File: src/rtl/fetch_controller_pkg.sv
// Shared definitions for the instruction fetch front end: the controller
// state encoding, the default datapath width and the canonical NOP encoding.
package fetch_controller_pkg;

   localparam int XLEN = 32;

   localparam logic [31:0] NOP_INSTR = 32'h0000_0013;

   typedef enum logic [1:0] {
      IDLE  = 2'd0,
      FETCH = 2'd1,
      DRAIN = 2'd2,
      DONE  = 2'd3
   } fetch_state_t;

endpackage

File: src/rtl/fetch_queue.sv
// Small circular FIFO of fetched instructions, each tagged with the byte
// address it was read from. The head entry is presented combinationally and
// reads as zero whenever the queue is empty. A flush empties the queue in one
// cycle and takes priority over any push or pop in the same cycle.
module fetch_queue #(
   parameter int XLEN   = 32,
   parameter int QDEPTH = 4
) (
   input  logic                      clk,
   input  logic                      reset,
   input  logic                      flush,
   input  logic                      push,
   input  logic [XLEN-1:0]           push_instr,
   input  logic [XLEN-1:0]           push_pc,
   input  logic                      pop,
   output logic [XLEN-1:0]           head_instr,
   output logic [XLEN-1:0]           head_pc,
   output logic [$clog2(QDEPTH):0]   count,
   output logic                      empty
);

   localparam int AW = $clog2(QDEPTH);
   localparam int CW = AW + 1;

   logic [XLEN-1:0] instr_mem [QDEPTH];
   logic [XLEN-1:0] pc_mem    [QDEPTH];
   logic [AW-1:0]   rd_ptr;
   logic [AW-1:0]   wr_ptr;
   logic            full;
   logic            push_en;
   logic            pop_en;

   assign empty   = (count == '0);
   assign full    = (count == CW'(QDEPTH));
   assign pop_en  = pop && !empty;
   assign push_en = push && (!full || pop_en);

   assign head_instr = empty ? '0 : instr_mem[rd_ptr];
   assign head_pc    = empty ? '0 : pc_mem[rd_ptr];

   // Entry storage needs no reset; the pointers and count decide what is visible.
   always_ff @(posedge clk) begin
      if (push_en) begin
         instr_mem[wr_ptr] <= push_instr;
         pc_mem[wr_ptr]    <= push_pc;
      end
   end

   // Pointers wrap naturally because the depth is a power of two.
   always_ff @(posedge clk) begin
      if (!reset || flush) begin
         rd_ptr <= '0;
         wr_ptr <= '0;
         count  <= '0;
      end else begin
         if (push_en) begin
            wr_ptr <= wr_ptr + AW'(1);
         end
         if (pop_en) begin
            rd_ptr <= rd_ptr + AW'(1);
         end
         count <= count + CW'(push_en) - CW'(pop_en);
      end
   end

endmodule

File: src/rtl/fetch_controller.sv
// Instruction fetch controller. Walks the program from its start address in
// word steps, issuing single-cycle-latency ROM reads only while there is room
// for the response, and streams the fetched instructions with their addresses
// to decode through a valid/ready handshake. A redirect flushes everything
// buffered or in flight and restarts fetching from the new word address.
module fetch_controller #(
   parameter int XLEN   = fetch_controller_pkg::XLEN,
   parameter int QDEPTH = 4
) (
   input  logic            clk,
   input  logic            reset,
   input  logic [XLEN-1:0] rom_size,
   output logic            rom_req,
   output logic [XLEN-1:0] rom_addr,
   input  logic [XLEN-1:0] rom_rdata,
   input  logic            redirect_valid,
   input  logic [XLEN-1:0] redirect_pc,
   output logic            out_valid,
   input  logic            out_ready,
   output logic [XLEN-1:0] out_instr,
   output logic [XLEN-1:0] out_pc,
   output logic            fetch_complete
);

   import fetch_controller_pkg::*;

   localparam int CW = $clog2(QDEPTH) + 1;

   fetch_state_t    state;
   logic [XLEN-1:0] pc;
   logic            inflight;
   logic [XLEN-1:0] inflight_pc;
   logic [CW-1:0]   q_count;
   logic            q_empty;
   logic [CW:0]     occupancy;
   logic            queue_room;
   logic            redirect_take;
   logic [XLEN-1:0] redirect_target;
   logic            redirect_offset_unused;

   // A redirect is honoured everywhere except during the start-up cycle.
   assign redirect_take   = redirect_valid && (state != IDLE);
   assign redirect_target = {redirect_pc[XLEN-1:2], 2'b00};

   // Fetch is word aligned, so the byte offset of a redirect target is dropped.
   assign redirect_offset_unused = ^redirect_pc[1:0];

   // Buffered entries plus the response still on its way must leave a free slot.
   assign occupancy  = {1'b0, q_count} + {{CW{1'b0}}, inflight};
   assign queue_room = occupancy < (CW+1)'(QDEPTH);

   // No new request is issued in a redirect cycle because its data would be discarded.
   assign rom_req  = reset && (state == FETCH) && !redirect_take &&
                     (pc < rom_size) && queue_room;
   assign rom_addr = pc;

   assign out_valid = !q_empty;

   fetch_queue #(
      .XLEN   (XLEN),
      .QDEPTH (QDEPTH)
   ) u_queue (
      .clk        (clk),
      .reset      (reset),
      .flush      (redirect_take),
      .push       (inflight),
      .push_instr (rom_rdata),
      .push_pc    (inflight_pc),
      .pop        (out_ready),
      .head_instr (out_instr),
      .head_pc    (out_pc),
      .count      (q_count),
      .empty      (q_empty)
   );

   // Controller FSM: tracks the fetch PC, the single outstanding read and completion.
   always_ff @(posedge clk) begin
      if (!reset) begin
         state          <= IDLE;
         pc             <= '0;
         inflight       <= 1'b0;
         inflight_pc    <= '0;
         fetch_complete <= 1'b0;
      end else begin
         inflight <= rom_req;
         if (rom_req) begin
            inflight_pc <= pc;
         end
         case (state)
            IDLE: begin
               if (rom_size == '0) begin
                  state          <= DONE;
                  fetch_complete <= 1'b1;
               end else begin
                  state <= FETCH;
               end
            end
            FETCH: begin
               if (redirect_take) begin
                  pc <= redirect_target;
               end else if (rom_req) begin
                  pc <= pc + XLEN'(4);
               end else if (pc >= rom_size) begin
                  state <= DRAIN;
               end
            end
            DRAIN: begin
               if (redirect_take) begin
                  state <= FETCH;
                  pc    <= redirect_target;
               end else if (q_empty && !inflight) begin
                  state          <= DONE;
                  fetch_complete <= 1'b1;
               end
            end
            DONE: begin
               if (redirect_take) begin
                  state          <= FETCH;
                  pc             <= redirect_target;
                  fetch_complete <= 1'b0;
               end
            end
            default: begin
               state <= IDLE;
            end
         endcase
      end
   end

endmodule

File: config.mk
export PLATFORM = sky130hd
export DESIGN_NAME = fetch_controller
export DESIGN_NICKNAME = d
export VERILOG_FILES = /design/src/rtl/fetch_controller_pkg.sv /design/src/rtl/fetch_queue.sv /design/src/rtl/fetch_controller.sv
export SDC_FILE = /design/constraint.sdc
export NUM_CORES = 1
export LEC_CHECK = 0
export ABC_AREA = 1
export BUFFER_PORTS_ARGS = -buffer_cell sky130_fd_sc_hd__buf_2
export CORE_MARGIN = 4
export CORE_UTILIZATION = 35
export CTS_BUF_LIST = sky130_fd_sc_hd__clkbuf_16
export DETAILED_ROUTE_END_ITERATION = 10
export GPL_TIMING_DRIVEN = 0
export REMOVE_ABC_BUFFERS = 1
export SLEW_MARGIN = 20
export SYNTH_ARGS = -nofsm -noshare
export SYNTH_HDL_FRONTEND = slang
export SYNTH_HIERARCHICAL = 1
export SYNTH_SLANG_ARGS = --single-unit
File: constraint.sdc
create_clock -name clk -period 5.9 [get_ports clk]
set_input_delay 0.885 -clock clk [delete_from_list [all_inputs] [get_ports clk]]
set_output_delay 0.885 -clock clk [all_outputs]
set_load 0.1 [all_outputs]
==> impl_metrics.py, run 1 <==
metrics = {
    "outcome": {
        "status": "complete, no violations",
    },
    "cts": {
        "insertion_delay_ps": 530,
        "cts-resized-gates": 0,
        "ctsHtreeMaxLevel": 2,
        "cts-root-buf": "clkbuf_16",
        "clkTransAtPathRegs_ps": 60,
        "ctsHoldBuffers": 0,
        "cts_tree": "done",
        "cts_buffer_depth": 3,
        "clock_sinks": 329,
        "cts_buffers": 37,
        "cts_setup_buffers": 0,
    },
    "power_and_ir_drop": {
        "p_int_mw": 5.023,
        "p_switching_mw": 5.303,
        "seqPwrFrac_pct": 31.4,
        "swShare_pct": 51.35,
        "clkPwrFrac_pct": 21.1,
        "p_leak_nw": 7.100,
        "p_per_area_nw_per_um2": 581.0,
        "vdd_drop_max_mv": 0.4616,
        "finalPower_mw": 10.33,
        "power_frac_comb_pct": 47.5,
    },
    "worst_setup_path": {
        "reg2reg_to": "rom_addr[6]$_SDFFE_PN0P_",
        "endpoint_kind": "output pin",
        "reg2reg_from": "rom_addr[23]$_SDFFE_PN0P_",
        "r2r.worst_path.cells": 10,
        "worstSetupStartpoint": "reset",
        "arrival_ps": 4370,
        "worstSetupPathType": "input port to output pin",
        "crit_required_ps": 5020,
        "startpoint_type": "input port",
        "ff2ff_setup_slack_ps": 2410,
        "path_max_fanout": 43,
        "endpoint": "rom_req",
    },
    "floorplan": {
        "core_sq_um": 42040,
        "io_pins": 199,
        "dieArea_sq_um": 45940,
        "start_util_pct": 35.45,
        "rows": 75,
        "die_x_um": 214.3,
        "die_height_um": 214.3,
    },
    "synth": {
        "synth_seq_cells": 329,
        "synth_top_cell_area_share_pct": 51.59,
        "synthTopCellsByArea": "edfxtp_1 (52%), dfxtp_1 (9.8%), nor2_1 (8.7%), nand2_1 (5.4%), o21ai_0 (5.1%)",
        "synth-async-reset-ratio_pct": 0,
        "ys_top_cells_by_count": "nor2_1 (347), edfxtp_1 (256), nand2_1 (213), o21ai_0 (153), a21oi_1 (124)",
        "syn_inst": 1532,
        "syn_avg_cell_area_sq_um": 9.727,
        "synth-edff-count": 256,
        "yosysWarnings": 6,
        "yosysMostFrequentCell": "nor2_1",
        "synth_top_area_cell": "edfxtp_1",
        "synthesis.area_sq_um": 14900,
        "ys.flop_type": "edfxtp_1",
        "seq_area_frac_synth_pct": 61.39,
        "netlist-cell-type-count": 38,
    },
    "job": {
        "cap_violations": 0,
    },
    "routing": {
        "routed_via_density": 4.886,
        "avgRoutedWirePerCell_um": 16.86,
        "ant_nets": 0,
        "drt_iter0_markers": 744,
        "num_vias": 11159,
        "drc": 0,
        "wl_mm": 38.51,
        "first_pass_iters": 5,
    },
    "timing": {
        "rsz0062_at_grt": "false",
        "fin_crit_ps": 5252,
        "setup_ws_ps": 648.1,
        "maxSlewViolCount": 0,
        "tightest_slew_ps": 726.6,
        "fin_worst_skew_ps": 19.20,
        "hold_viol": 0,
        "tns_ps": 0,
        "slew_headroom_pct": 51.50,
        "min_period_over_period_pct": 89.01,
        "timing.hold.ws_ps": 482.1,
        "setup_violations": 0,
        "max_freq_mhz": 190.4,
    },
    "cells_and_area": {
        "syn_to_final_growth_pct": 19.28,
        "multi_input_area_sq_um": 4949,
        "final_layout_size_suffix_gt1_share_pct": 17.32,
        "nFillCells": 4065,
        "post-route-util_pct": 42.28,
        "regArea_sq_um": 9156,
        "fin_nets": 1854,
    },
    "grt": {
        "grt_pass1_wl_mm": 61.19,
        "grt_max_degree": 83,
        "grt_usage_pct": 16.46,
        "overflow": 0,
        "grt_pass1_vias": 10857,
        "antenna_found_initial": 3,
    },
    "placed_design": {
        "port_buffers": 194,
        "place.gp.congestion": 0.8600,
        "pre_cts_slack_ps": 298.2,
        "dp_hpwl_mm": 25.88,
    },
    "hold_path": {
        "min_path_type": "flip-flop to flip-flop",
        "worstHoldStart": "fetch_complete$_SDFFE_PN0P_",
        "worstHoldPathCells": 2,
    },
}
## state kept, by name (all words and copies together) (netlist names), named ones only
signal,count
fetch_complete,1
inflight,1
inflight_pc,30
rom_addr,30
state,2
u_queue/count,3
u_queue/instr_mem,128
u_queue/pc_mem,128
u_queue/rd_ptr,2
u_queue/wr_ptr,2
## stage by stage
step / area, sq um / instances
2_1_floorplan: 14460 / 1464
3_3_place_gp: 16110 / 2197
3_5_place_dp: 16600 / 2216
4_1_cts: 17770 / 2283
5_1_grt: 17770 / 2283
6_report: 17770 / 2284
## how the worst min path moves through the flow
stage	slack (ps)	endpoint
final	480	fetch_complete$_SDFFE_PN0P_
after global placement	470	fetch_complete$_SDFFE_PN0P_
after detailed placement	480	fetch_complete$_SDFFE_PN0P_
after floorplan	450	u_queue/pc_mem[0][10]$_DFFE_PP_
after global routing	530	u_queue/pc_mem[3][10]$_DFFE_PP_
after CTS	490	fetch_complete$_SDFFE_PN0P_
## cells in the final DEF (no fill, tap or decap), drive strengths merged, types with 3 or more instances in the layout
master	instances
nand2	214
xnor2	4
nor2	350
conb	10
or2	12
xor2	7
buf	213
ha	37
bufinv	3
nand3	53
o21ai	163
dfxtp	73
a21oi	128
nand3b	6
nand4	17
inv	120
edfxtp	256
nor3	13
clkbuf	37
clkinv	16
## final cells by class
type	instances	share of cell area, %
Clock buffer	37	5.209
Timing Repair Buffer	213	7.898
Multi-Input combinational cell	1026	27.84
Tap cell	539	3.794
Antenna cell	1	0.01408
Clock inverter	30	1.373
Sequential cell	329	51.51
Inverter	109	2.358
## metal layers
| metal | share of wire (%) | routed length [um] | track usage [%] |
|---|---|---|---|
| met1 | 44 | 17130 | 21.79 |
| met2 | 47 | 18190 | 27.65 |
| met3 | 6.1 | 2363 | 3.727 |
| met4 | 2.1 | 805 | 3.912 |
| met5 | 0.036 | 14 | 0 |
## power by group through the flow
stage / clock [mW] / sequential, mW / combinational [mW]
after floorplan: 0 / 3.83 / 3.22
after global placement: 0 / 3.37 / 4.77
after detailed placement: 0 / 3.29 / 4.94
after CTS: 2.25 / 3.24 / 4.96
after global routing: 2.35 / 3.29 / 5.24
final: 2.18 / 3.24 / 4.91
## critical path, cell delays in order
cell and delay (ps):
buf_2 560, inv_2 450, nor2_1 190, nand3_1 90
a31oi_1 210, nand3_2 600, inv_2 770, buf_2 560
## kinds of logic (layout without fill, tap and decap cells)
kind of cell	Yosys count	after routing	share of synthesized area [%]
muxes	2	2	0.1343
other	1	11	0.02516
buffers and inverters	186	389	5.911
xor gates and xnor gates	11	11	0.6465
DFF	329	329	61.39
and+or+nand+nor	666	666	18.39
adders and majority gates	38	38	3.241
AOI/OAI and AO/OA	299	299	10.26
Note: power is estimated with default switching activity, not from simulation.
==> run 2: changes to the inputs <==
ABC_AREA = unset   (was 1)
CORE_UTILIZATION = 38   (was 35)
clock period = 5.53 ns   (was 5.9 ns; I/O delays follow)
==> run 2 against run 1 <==
Cell area decreased by 4.7%. Clock skew decreased by 4.1 ps. Sequential share of layout area increased by 2.5 points. Flip-flop and latch count unchanged. Critical path type is now flip-flop to output pin. Clock-buffer cell count unchanged. Power decreased by 27%. Largest cell class unchanged. Global-route usage increased by 1.0 points. Synthesized cell count decreased by 37%. Register-to-register slack got worse by 360 ps. Via count decreased by 21%. Combinational power decreased by 49%.
==> impl_metrics.py, run 2 <==
metrics = {
    "outcome": {
        "status": "complete, no violations",
    },
    "worst_setup_path": {
        "startpoint_type": "flip-flop",
        "cp.depth": 9,
        "cpMaxStageDelayCell": "dfxtp_1",
        "cp.buffers_inverters": 3,
        "worstSetupPathType": "flip-flop to output pin",
        "crit_path_cell_trace": "ha_1 -> a21oi_1 -> o21ai_0 -> a221oi_1 -> nand3_1 -> nor3_2 -> buf_6 -> buf_6 -> buf_2",
        "slowest_delay_ps": 680,
        "crit_required_ps": 4700,
        "arrival_ps": 3820,
        "endpoint_kind": "output pin",
        "path_max_fanout": 11,
        "cpMostUsedCell": "buf_6",
        "r2r.worst_path.cells": 10,
        "path_delay_family": "buffers and inverters",
    },
    "timing": {
        "min_period_over_period_pct": 84.16,
        "slew_headroom_pct": 26.09,
        "tns_ps": 0,
        "max_freq_mhz": 214.9,
        "maxSlewViolCount": 0,
        "setup_violations": 0,
        "fin_worst_skew_ps": 15.09,
        "tightest_slew_ps": 1105,
        "rsz0062_at_grt": "false",
        "setup_ws_ps": 875.9,
        "fin_crit_ps": 4654,
        "hold_viol": 0,
    },
    "grt": {
        "overflow": 0,
        "grt_pass1_vias": 8915,
        "grt_max_degree": 42,
        "grt_pass1_wl_mm": 54.95,
        "grt_usage_pct": 17.46,
        "antenna_found_initial": 0,
    },
    "cts": {
        "cts-resized-gates": 0,
        "clock_sinks": 329,
        "clkTransAtPathRegs_ps": 60,
        "insertion_delay_ps": 510,
        "cts_tree": "done",
        "ctsHtreeMaxLevel": 2,
        "cts_setup_buffers": 0,
        "cts_buffers": 37,
        "cts-root-buf": "clkbuf_16",
        "cts_buffer_depth": 3,
        "ctsHoldBuffers": 0,
    },
    "synth": {
        "ys.flop_type": "edfxtp_1",
        "seq_area_frac_synth_pct": 64.86,
        "ys_top_cells_by_count": "edfxtp_1 (256), dfxtp_1 (73), nor2b_1 (67), mux4_2 (64), nor2_1 (58)",
        "netlist-cell-type-count": 65,
        "yosysWarnings": 6,
        "synth_seq_cells": 329,
        "syn_inst": 959,
        "synthTopCellsByArea": "edfxtp_1 (54%), dfxtp_1 (10%), mux4_2 (10%), ha_1 (3.3%), nor2b_1 (3.0%)",
        "synth_top_cell_area_share_pct": 54.50,
        "synthesis.area_sq_um": 14110,
        "yosysMostFrequentCell": "edfxtp_1",
        "syn_avg_cell_area_sq_um": 14.71,
        "synth-async-reset-ratio_pct": 0,
        "synth_top_area_cell": "edfxtp_1",
        "synth-edff-count": 256,
    },
    "floorplan": {
        "io_pins": 199,
        "start_util_pct": 38.53,
        "die_x_um": 200.7,
        "core_sq_um": 36610,
        "dieArea_sq_um": 40270,
        "rows": 70,
        "die_height_um": 200.7,
    },
    "power_and_ir_drop": {
        "p_per_area_nw_per_um2": 444.6,
        "p_leak_nw": 6.320,
        "vdd_drop_max_mv": 0.2394,
    },
    "cells_and_area": {
        "nFillCells": 3307,
        "antennaDiodeCount": 0,
        "regArea_sq_um": 9156,
        "mostFrequentLayoutCells": "edfxtp_1 (256), buf_2 (194), dfxtp_1 (71), nor2b_1 (67), mux4_2 (64)",
        "final_common_cell": "edfxtp_1",
        "final_layout_size_suffix_gt1_share_pct": 29.66,
        "syn_to_final_growth_pct": 20.11,
        "reg_top3": "u_queue/instr_mem (128), u_queue/pc_mem (128)",
        "fin_nets": 1310,
        "multi_input_area_sq_um": 4613,
    },
    "routing": {
        "drt_iter0_markers": 573,
        "first_pass_iters": 5,
        "ant_nets": 0,
        "routed_via_density": 5.270,
        "avgRoutedWirePerCell_um": 21.26,
        "wl_mm": 35.40,
        "drc": 0,
        "num_vias": 8775,
    },
    "placed_design": {
        "place.gp.congestion": 0.8211,
        "dp_hpwl_mm": 23.86,
        "port_buffers": 194,
        "pre_cts_slack_ps": 992.8,
    },
    "hold_path": {
        "worstHoldPathCells": 2,
        "min_path_type": "flip-flop to flip-flop",
    },
    "job": {
        "cap_violations": 0,
    },
}
## run 2: cell count changes after synthesis, moves of 15 or more
cell | previous run | this run
nor2_1 | 347 | 58
o21ai_0 | 153 | 22
nand3_1 | 49 | 20
mux4_2 | 0 | 64
nand2_1 | 213 | 47
nor2b_1 | 0 | 67
a21oi_1 | 124 | 42
buf_2 | 25 | 10
mux2i_1 | 2 | 31
inv_1 | 106 | 41
## run 2: report_power, final
group          internal, mW  switching (mW)
sequential             2.71          0.0796
combinational         0.536            1.97
clock                  1.30           0.933
## run 2: worst paths after layout
check | startpoint | slack, ps | end
setup reg to reg | rom_addr[19]$_SDFFE_PN0P_ | 2050 | rom_addr[6]$_SDFFE_PN0P_
hold / removal | u_queue/rd_ptr[1]$_SDFFE_PP0N_ | 490 | flip-flop
hold reg to reg | u_queue/rd_ptr[1]$_SDFFE_PP0N_ | 490 | flip-flop
setup / recovery | rom_addr[19]$_SDFFE_PN0P_ | 880 | rom_req
## run 2: metrics by stage
step / total power [mW] / instances / util, % / hold slack, ps / instance area (sq um)
2_1_floorplan: 4.805 / 916 / - / 459.1 / 13880
3_3_place_gp: 5.345 / 1578 / 42.17 / 472.3 / 15440
3_5_place_dp: 5.382 / 1601 / 43.27 / 472.5 / 15840
4_1_cts: 7.641 / 1665 / 46.28 / 481.5 / 16940
5_1_grt: 7.834 / 1665 / 46.28 / 512.8 / 16940
6_report: 7.533 / 1665 / 46.28 / 489.6 / 16940
## run 2: per-layer routing
| metal | GRT usage [%] | routed length, um | vias up |
|---|---|---|---|
| li1 | - | - | 4090 |
| met1 | 23.95 | 15520 | 4386 |
| met2 | 28.89 | 17120 | 250 |
| met3 | 3.635 | 2085 | 49 |
| met4 | 4.056 | 666 | 0 |
| met5 | 0 | 0 | - |
## run 2: cell families (layout without fill, tap and decap cells)
| kind of cell | Yosys count | in the layout | synth area share, % |
|---|---|---|---|
| other | 1 | 10 | 0.02658 |
| adder cells (fa/ha/maj) | 38 | 38 | 3.424 |
| buffers and inverters | 93 | 322 | 2.909 |
| flip-flops | 329 | 329 | 64.86 |
| AO/OA/AOI/OAI | 130 | 130 | 5.925 |
| multiplexers | 96 | 96 | 12.50 |
| AND/OR/NAND/NOR | 268 | 268 | 10.11 |
| XOR/XNOR | 4 | 4 | 0.2483 |
## run 2: layout make-up
type                            count  area share, %
Multi-Input combinational cell    546          27.23
Clock buffer                       37          5.465
Tap cell                          468          3.456
Inverter                           41         0.9084
Timing Repair Buffer              217          7.872
Sequential cell                   329          54.04
Clock inverter                     27          1.027
## run 2: worst reg2reg max path, delay by kind of cell (launching register included)
| kind | cells | cell delay, ps |
|---|---|---|
| AOI/OAI and AO/OA | 5 | 920 |
| buffers and inverters | 2 | 530 |
| adders and majority gates | 1 | 370 |
| and+or+nand+nor | 2 | 840 |
| DFF | 1 | 680 |
